**config.mk**
```make
export PLATFORM = sky130hd
export DESIGN_NAME = riscv_i32_trace_buffer_flat
export DESIGN_NICKNAME = d
export VERILOG_FILES = /design/src/rtl/riscv_i32_trace_buffer_if.sv /design/src/rtl/riscv_i32_trace_buffer.sv /design/src/flat_wrapper.sv
export SDC_FILE = /design/constraint.sdc
export NUM_CORES = 2
export LEC_CHECK = 0
export BUFFER_PORTS_ARGS = -buffer_cell sky130_fd_sc_hd__buf_2
export CAP_MARGIN = 0
export CELL_PAD_IN_SITES_DETAIL_PLACEMENT = 1
export CELL_PAD_IN_SITES_GLOBAL_PLACEMENT = 2
export CORE_MARGIN = 1
export CORE_UTILIZATION = 40
export DETAILED_ROUTE_END_ITERATION = 7
export GPL_ROUTABILITY_DRIVEN = 0
export PLACE_DENSITY = 0.71
export RECOVER_POWER = 100
export SYNTH_ARGS = -nofsm -noshare
export SYNTH_HDL_FRONTEND = slang
export SYNTH_SLANG_ARGS = --single-unit
```
**constraint.sdc**
```tcl
create_clock -name clk -period 9.5 [get_ports clk]
set_clock_uncertainty 0.2 [all_clocks]
set_input_delay 0.475 -clock clk [delete_from_list [all_inputs] [get_ports clk]]
set_output_delay 0.475 -clock clk [all_outputs]
set_load 0.01 [all_outputs]
```
**src/rtl/riscv_i32_trace_buffer_if.sv**
```systemverilog
// RISC-V retirement trace bundle plus the core's tick qualifier.
// The core drives through master; the trace buffer samples through slave.
interface riscv_i32_trace_buffer_if;
    logic        instr_valid;
    logic [31:0] instr_pc;
    logic [31:0] instruction_data;
    logic        rfw_retire;
    logic [4:0]  rfw_rd;
    logic [31:0] rfw_data;
    logic        branch_taken;
    logic        trap;
    logic        riscv_clk_enable;

    modport master (
        output instr_valid, instr_pc, instruction_data, rfw_retire,
               rfw_rd, rfw_data, branch_taken, trap, riscv_clk_enable
    );

    modport slave (
        input  instr_valid, instr_pc, instruction_data, rfw_retire,
               rfw_rd, rfw_data, branch_taken, trap, riscv_clk_enable
    );
endinterface

```
**src/rtl/riscv_i32_trace_buffer.sv**
```systemverilog
// Circular trace capture of retired RISC-V instructions with PC/trap trigger and post-trigger window.
// Define RISCV_I32_TRACE_BUFFER_RFW_EN to also store the register-file write fields.
module riscv_i32_trace_buffer #(
    parameter int DEPTH_LOG2 = 5
) (
    input  logic                  clk,
    input  logic                  clk__enable,
    input  logic                  reset,
    riscv_i32_trace_buffer_if.slave trace,
    input  logic                  arm,
    input  logic                  abort,
    input  logic                  trigger_pc_en,
    input  logic [31:0]           trigger_pc,
    input  logic                  trigger_on_trap,
    input  logic [DEPTH_LOG2-1:0] post_count,
    input  logic                  rd_ready,
    output logic                  rd_valid,
    output logic [31:0]           rd_pc,
    output logic [31:0]           rd_instr,
    output logic [1:0]            rd_flags,
    output logic [4:0]            rd_rfw_rd,
    output logic [31:0]           rd_rfw_data,
    output logic [1:0]            state,
    output logic [DEPTH_LOG2:0]   count,
    output logic                  overflow
);
    localparam int DEPTH = 1 << DEPTH_LOG2;
    localparam logic [DEPTH_LOG2:0]   CNT_FULL = (DEPTH_LOG2+1)'(DEPTH);
    localparam logic [DEPTH_LOG2:0]   CNT_ONE  = (DEPTH_LOG2+1)'(1);
    localparam logic [DEPTH_LOG2-1:0] PTR_ONE  = DEPTH_LOG2'(1);
    localparam logic [DEPTH_LOG2-1:0] PTR_ZERO = '0;

    typedef enum logic [1:0] {
        IDLE  = 2'd0,
        ARMED = 2'd1,
        POST  = 2'd2,
        DONE  = 2'd3
    } state_t;

    state_t                state_q;
    logic [DEPTH_LOG2-1:0] wr_ptr;
    logic [DEPTH_LOG2-1:0] rd_ptr;
    logic [DEPTH_LOG2-1:0] remaining;
    logic [DEPTH_LOG2:0]   count_q;
    logic                  overflow_q;

    logic [31:0] pc_mem    [DEPTH];
    logic [31:0] instr_mem [DEPTH];
    logic [1:0]  flags_mem [DEPTH];
`ifdef RISCV_I32_TRACE_BUFFER_RFW_EN
    logic [4:0]  rfw_rd_mem   [DEPTH];
    logic [31:0] rfw_data_mem [DEPTH];
`endif

    logic capture;
    logic store;
    logic trig;
    logic full;
    logic rd_fire;

    assign capture = clk__enable & trace.riscv_clk_enable & trace.instr_valid;
    assign store   = capture & ~abort & ((state_q == ARMED) | (state_q == POST));
    assign trig    = (trigger_pc_en & (trace.instr_pc == trigger_pc)) | (trigger_on_trap & trace.trap);
    assign full    = (count_q == CNT_FULL);
    assign rd_valid = (state_q == DONE) && (count_q != '0);
    assign rd_fire  = rd_valid & rd_ready;

    // Storage carries no reset; count gates everything that reaches the outputs.
    always_ff @(posedge clk) begin
        if (store) begin
            pc_mem[wr_ptr]    <= trace.instr_pc;
            instr_mem[wr_ptr] <= trace.instruction_data;
            flags_mem[wr_ptr] <= {trace.trap, trace.branch_taken};
`ifdef RISCV_I32_TRACE_BUFFER_RFW_EN
            rfw_rd_mem[wr_ptr]   <= trace.rfw_retire ? trace.rfw_rd   : 5'd0;
            rfw_data_mem[wr_ptr] <= trace.rfw_retire ? trace.rfw_data : 32'd0;
`endif
        end
    end

    always_ff @(posedge clk or posedge reset) begin
        if (reset) begin
            state_q    <= IDLE;
            wr_ptr     <= '0;
            rd_ptr     <= '0;
            count_q    <= '0;
            overflow_q <= 1'b0;
            remaining  <= '0;
        end else if (clk__enable) begin
            if (abort) begin
                state_q <= IDLE;
            end else begin
                case (state_q)
                    IDLE, DONE: begin
                        if (arm) begin
                            state_q    <= ARMED;
                            wr_ptr     <= '0;
                            rd_ptr     <= '0;
                            count_q    <= '0;
                            overflow_q <= 1'b0;
                        end else if (rd_fire) begin
                            rd_ptr  <= rd_ptr + PTR_ONE;
                            count_q <= count_q - CNT_ONE;
                        end
                    end
                    ARMED, POST: begin
                        if (store) begin
                            wr_ptr <= wr_ptr + PTR_ONE;
                            if (full) begin
                                rd_ptr     <= rd_ptr + PTR_ONE;
                                overflow_q <= 1'b1;
                            end else begin
                                count_q <= count_q + CNT_ONE;
                            end
                            if (state_q == ARMED) begin
                                if (trig) begin
                                    remaining <= post_count;
                                    state_q   <= (post_count == PTR_ZERO) ? DONE : POST;
                                end
                            end else begin
                                remaining <= remaining - PTR_ONE;
                                if (remaining == PTR_ONE)
                                    state_q <= DONE;
                            end
                        end
                    end
                    default: state_q <= IDLE;
                endcase
            end
        end
    end

    assign state    = state_q;
    assign count    = count_q;
    assign overflow = overflow_q;

    assign rd_pc    = rd_valid ? pc_mem[rd_ptr]    : 32'd0;
    assign rd_instr = rd_valid ? instr_mem[rd_ptr] : 32'd0;
    assign rd_flags = rd_valid ? flags_mem[rd_ptr] : 2'd0;
`ifdef RISCV_I32_TRACE_BUFFER_RFW_EN
    assign rd_rfw_rd   = rd_valid ? rfw_rd_mem[rd_ptr]   : 5'd0;
    assign rd_rfw_data = rd_valid ? rfw_data_mem[rd_ptr] : 32'd0;
`else
    assign rd_rfw_rd   = 5'd0;
    assign rd_rfw_data = 32'd0;
`endif
endmodule

```
**src/flat_wrapper.sv**
```systemverilog
// flat-port wrapper written by rule: the top's interface ports become plain ports
module riscv_i32_trace_buffer_flat 
#(
    parameter int DEPTH_LOG2 = 5
)
  (clk, clk__enable, reset, arm, abort, trigger_pc_en, trigger_pc, trigger_on_trap, post_count, rd_ready, rd_valid, rd_pc, rd_instr, rd_flags, rd_rfw_rd, rd_rfw_data, state, count, overflow, trace_instr_valid, trace_instr_pc, trace_instruction_data, trace_rfw_retire, trace_rfw_rd, trace_rfw_data, trace_branch_taken, trace_trap, trace_riscv_clk_enable);
  riscv_i32_trace_buffer_if trace_i ();
  input  logic clk;
  input  logic clk__enable;
  input  logic reset;
  input  logic arm;
  input  logic abort;
  input  logic trigger_pc_en;
  input  logic [31:0] trigger_pc;
  input  logic trigger_on_trap;
  input  logic [DEPTH_LOG2-1:0] post_count;
  input  logic rd_ready;
  output logic rd_valid;
  output logic [31:0] rd_pc;
  output logic [31:0] rd_instr;
  output logic [1:0] rd_flags;
  output logic [4:0] rd_rfw_rd;
  output logic [31:0] rd_rfw_data;
  output logic [1:0] state;
  output logic [DEPTH_LOG2:0] count;
  output logic overflow;
  input wire logic [$bits(trace_i.instr_valid)-1:0] trace_instr_valid;
  input wire logic [$bits(trace_i.instr_pc)-1:0] trace_instr_pc;
  input wire logic [$bits(trace_i.instruction_data)-1:0] trace_instruction_data;
  input wire logic [$bits(trace_i.rfw_retire)-1:0] trace_rfw_retire;
  input wire logic [$bits(trace_i.rfw_rd)-1:0] trace_rfw_rd;
  input wire logic [$bits(trace_i.rfw_data)-1:0] trace_rfw_data;
  input wire logic [$bits(trace_i.branch_taken)-1:0] trace_branch_taken;
  input wire logic [$bits(trace_i.trap)-1:0] trace_trap;
  input wire logic [$bits(trace_i.riscv_clk_enable)-1:0] trace_riscv_clk_enable;
  assign trace_i.instr_valid = trace_instr_valid;
  assign trace_i.instr_pc = trace_instr_pc;
  assign trace_i.instruction_data = trace_instruction_data;
  assign trace_i.rfw_retire = trace_rfw_retire;
  assign trace_i.rfw_rd = trace_rfw_rd;
  assign trace_i.rfw_data = trace_rfw_data;
  assign trace_i.branch_taken = trace_branch_taken;
  assign trace_i.trap = trace_trap;
  assign trace_i.riscv_clk_enable = trace_riscv_clk_enable;
  riscv_i32_trace_buffer #(.DEPTH_LOG2(DEPTH_LOG2)) u_core (.clk(clk), .clk__enable(clk__enable), .reset(reset), .trace(trace_i), .arm(arm), .abort(abort), .trigger_pc_en(trigger_pc_en), .trigger_pc(trigger_pc), .trigger_on_trap(trigger_on_trap), .post_count(post_count), .rd_ready(rd_ready), .rd_valid(rd_valid), .rd_pc(rd_pc), .rd_instr(rd_instr), .rd_flags(rd_flags), .rd_rfw_rd(rd_rfw_rd), .rd_rfw_data(rd_rfw_data), .state(state), .count(count), .overflow(overflow));
endmodule
```
==> results.sh <==
export IMPL_worstSetupStartpointType="register"
export IMPL_setup_ws_ns=1.96
export IMPL_p_per_area_mw_per_mm2=246
export IMPL_syn_inst=3542
export IMPL_worst_r2r_setup_slack_ns=1.96
export IMPL_grt_pass1_vias=40820
export IMPL_multi_input_area_mm2=0.0178
export IMPL_final_common_cell="edfxtp_1"
export IMPL_yosysSeqAreaShare_pct=77.2
export IMPL_antenna_found_initial=8
export IMPL_finalHoldViolations=0
export IMPL_status="finished with violations"
export IMPL_wl_per_cell_um=31.3
export IMPL_max_freq_mhz=133
export IMPL_drc_errors=0
export IMPL_ctsResizeCount=0
export IMPL_grt_start_max_net_pins=105
export IMPL_crit_type="register to register"
export IMPL_total_power_mw=23.2
export IMPL_finalSetupViolations=0
export IMPL_synthArstFlopShare_pct=1.12
export IMPL_end_kind="register"
export IMPL_nFillCells=18595
export IMPL_area_delta_synth_final_pct=13.7
export IMPL_avgViaCountPerCell=5.69
export IMPL_drive_gt1_share_pct=25.2
export IMPL_synth_yosys_warnings=0
export IMPL_yosysUniqueCellTypes=53
export IMPL_drtAntennaViolNets=0
export IMPL_timing_max_cap_violations=73
export IMPL_maxSlewHeadroom_pct=-198
export IMPL_p_leak_nw=28.4
export IMPL_routed_wl_mm=213
export IMPL_area_sequential_mm2=0.0640
export IMPL_clk_latency_ns=0.86
export IMPL_cts_hold_buf=80
export IMPL_cts_htree_levels=4
export IMPL_hold_class="input pin to async pin"
export IMPL_die_w_um=457
export IMPL_synth_area_mm2=0.0829
export IMPL_ir_drop_v=0.000200
export IMPL_clkSlewWorstSetupHoldPaths_ns=0.06
export IMPL_clkSinkCount=2136
export IMPL_nNetsFinal=4098
export IMPL_numCtsBuffers=215
export IMPL_worst_path_max_fanout=28
export IMPL_cp_required_ns=9.71
export IMPL_synth_edf_count=2112
export IMPL_dp_hpwl_mm=109
export IMPL_syn_avg_cell_area_um2=23.4
export IMPL_portBuffers=188
export IMPL_firstDrtPassIters=7
export IMPL_initial_core_util_pct=40.4
export IMPL_tritoncts="done"
export IMPL_min_period_over_period_pct=79.3
export IMPL_num_rows=166
export IMPL_arrival_ns=7.74
export IMPL_grt_pass1_wl_mm=302
export IMPL_grt_use_total_pct=20.3
export IMPL_rr_worst_depth=7
export IMPL_dieArea_mm2=0.209
export IMPL_rsz0062_at_grt="no"
export IMPL_drv_slew=2020
export IMPL_pre_cts_slack_ns=4.33
export IMPL_root_buffer="clkbuf_16"
export IMPL_core_mm2=0.205
export IMPL_max_slew_worst_pin_slew_ns=4.47
export IMPL_cts_buffer_depth=3
export IMPL_layout_cells_non_filler=6799
export IMPL_fp_dieH_um=457
export IMPL_violations="capacitance limit, slew limit"
export IMPL_pin_count=264
export IMPL_final_core_util_pct=45.9
export IMPL_period_minus_slack_ns=7.54
export IMPL_post_cts_buffers=0
export IMPL_grt_overflow=0
export IMPL_first_iter_violations=3775
export IMPL_fin_setup_tns_ns=0
export IMPL_most_common_layout_cells="2112 x edfxtp_1, 612 x mux4_2, 216 x clkbuf_16, 214 x clkbuf_1, 134 x mux2i_1"
export IMPL_dp_cells=6327
export IMPL_ys_ff_latch=2136
export IMPL_vias=38678
export IMPL_ys_flop_type="edfxtp_1"
layout make-up:
| type | instances | share of cell area (%) |
|---|---|---|
| tap | 2688 | 3.57 |
| clock buffer | 255 | 5.89 |
| timing repair buffer | 361 | 2.39 |
| clock inverter | 135 | 1.30 |
| multi-input combinational | 1205 | 18.9 |
| inverter | 17 | 0.0703 |
| antenna | 2 | 0.00531 |
| sequential | 2136 | 67.9 |
layer usage:
metal | share of wire [%] | track usage [%]
met5 | 0.0080 | 0
met4 | 2.3 | 4.92
met3 | 5.4 | 3.22
met2 | 50 | 34.5
met1 | 42 | 27.5
stage by stage:
stage	hold WS (ns)	instance area [um2]
6_report	0.251	94300
2_1_floorplan	0.290	83000
4_1_cts	0.217	94800
5_1_grt	0.292	94300
3_5_place_dp	0.346	87300
3_3_place_gp	0.340	87300
where the power goes:
group          switching (mW)  leakage (nW)  internal, mW
clock                    3.63          3.29          4.58
sequential              0.164          19.3          10.4
combinational            2.16          5.88          2.28
total                    5.95          28.4          17.3
synth_stat cells (2+ instances only):
master | number | area [um2]
a2111o_1 | 2 | 22.5
a211oi_1 | 44 | 330
a21o_1 | 2 | 15.0
a21oi_1 | 53 | 265
a31oi_1 | 4 | 25.0
and2_1 | 35 | 219
buf_1 | 8 | 30.0
buf_2 | 57 | 285
buf_4 | 74 | 556
buf_6 | 5 | 56.3
clkbuf_1 | 76 | 285
dfrtp_1 | 24 | 601
edfxtp_1 | 2112 | 63400
ha_1 | 11 | 138
inv_1 | 16 | 60.1
mux2i_1 | 134 | 1340
mux4_2 | 612 | 13800
nand2_1 | 25 | 93.8
nand2b_1 | 9 | 56.3
nand3_1 | 6 | 30.0
nand3b_1 | 3 | 22.5
nand4_1 | 9 | 56.3
nor2_1 | 117 | 439
nor2b_1 | 11 | 68.8
nor3_1 | 4 | 20.0
nor3b_1 | 3 | 22.5
nor4_1 | 4 | 25.0
nor4b_1 | 3 | 26.3
o2111ai_1 | 2 | 17.5
o21ai_0 | 19 | 95.1
o31ai_1 | 2 | 15.0
or2_2 | 2 | 12.5
or3_1 | 5 | 31.3
or3b_2 | 3 | 26.3
or4_1 | 2 | 15.0
xnor2_1 | 22 | 193
xor2_1 | 6 | 52.6
worst max-delay path, stage by stage, from the launching register on:
cell	delay (ns)
dfrtp_1	0.44
ha_1	0.54
nor3_1	0.34
clkbuf_1	0.30
nand2_1	0.31
nor2_1	1.37
clkbuf_1	2.23
clkbuf_2	1.26
final timing paths:
path | start | end
setup / recovery | u_core.state[0]$_DFFE_PP0P_ | u_core.instr_mem[25][0]$_DFFE_PP_
hold / removal | reset | u_core.remaining[3]$_DFFE_PP0P_
setup reg to reg | u_core.state[0]$_DFFE_PP0P_ | u_core.instr_mem[25][0]$_DFFE_PP_
hold reg to reg | u_core.overflow$_DFFE_PP0P_ | u_core.overflow$_DFFE_PP0P_
max in group asynchronous | reset | u_core.rd_ptr[2]$_DFFE_PP0P_
min in group clk | post_count[2] | u_core.remaining[2]$_DFFE_PP0P_
state kept, by name, summed over array words and instances, names as in the netlist:
| name | count |
|---|---|
| u_core.flags_mem | 64 |
| u_core.overflow | 1 |
| u_core.rd_ptr | 5 |
| u_core.pc_mem | 1024 |
| u_core.state | 2 |
| u_core.instr_mem | 1024 |
| u_core.remaining | 5 |
| u_core.count | 6 |
| u_core.wr_ptr | 5 |
logic make-up after synthesis:
group	synth area share (%)
adders and majority gates	0.166
DFF	77.2
muxes	18.2
buffers and inverters	1.54
AOI/OAI and AO/OA	1.05
other	0.00452
and+or+nand+nor	1.46
xor gates and xnor gates	0.296
No activity file was read; power rests on OpenSTA's default activity.
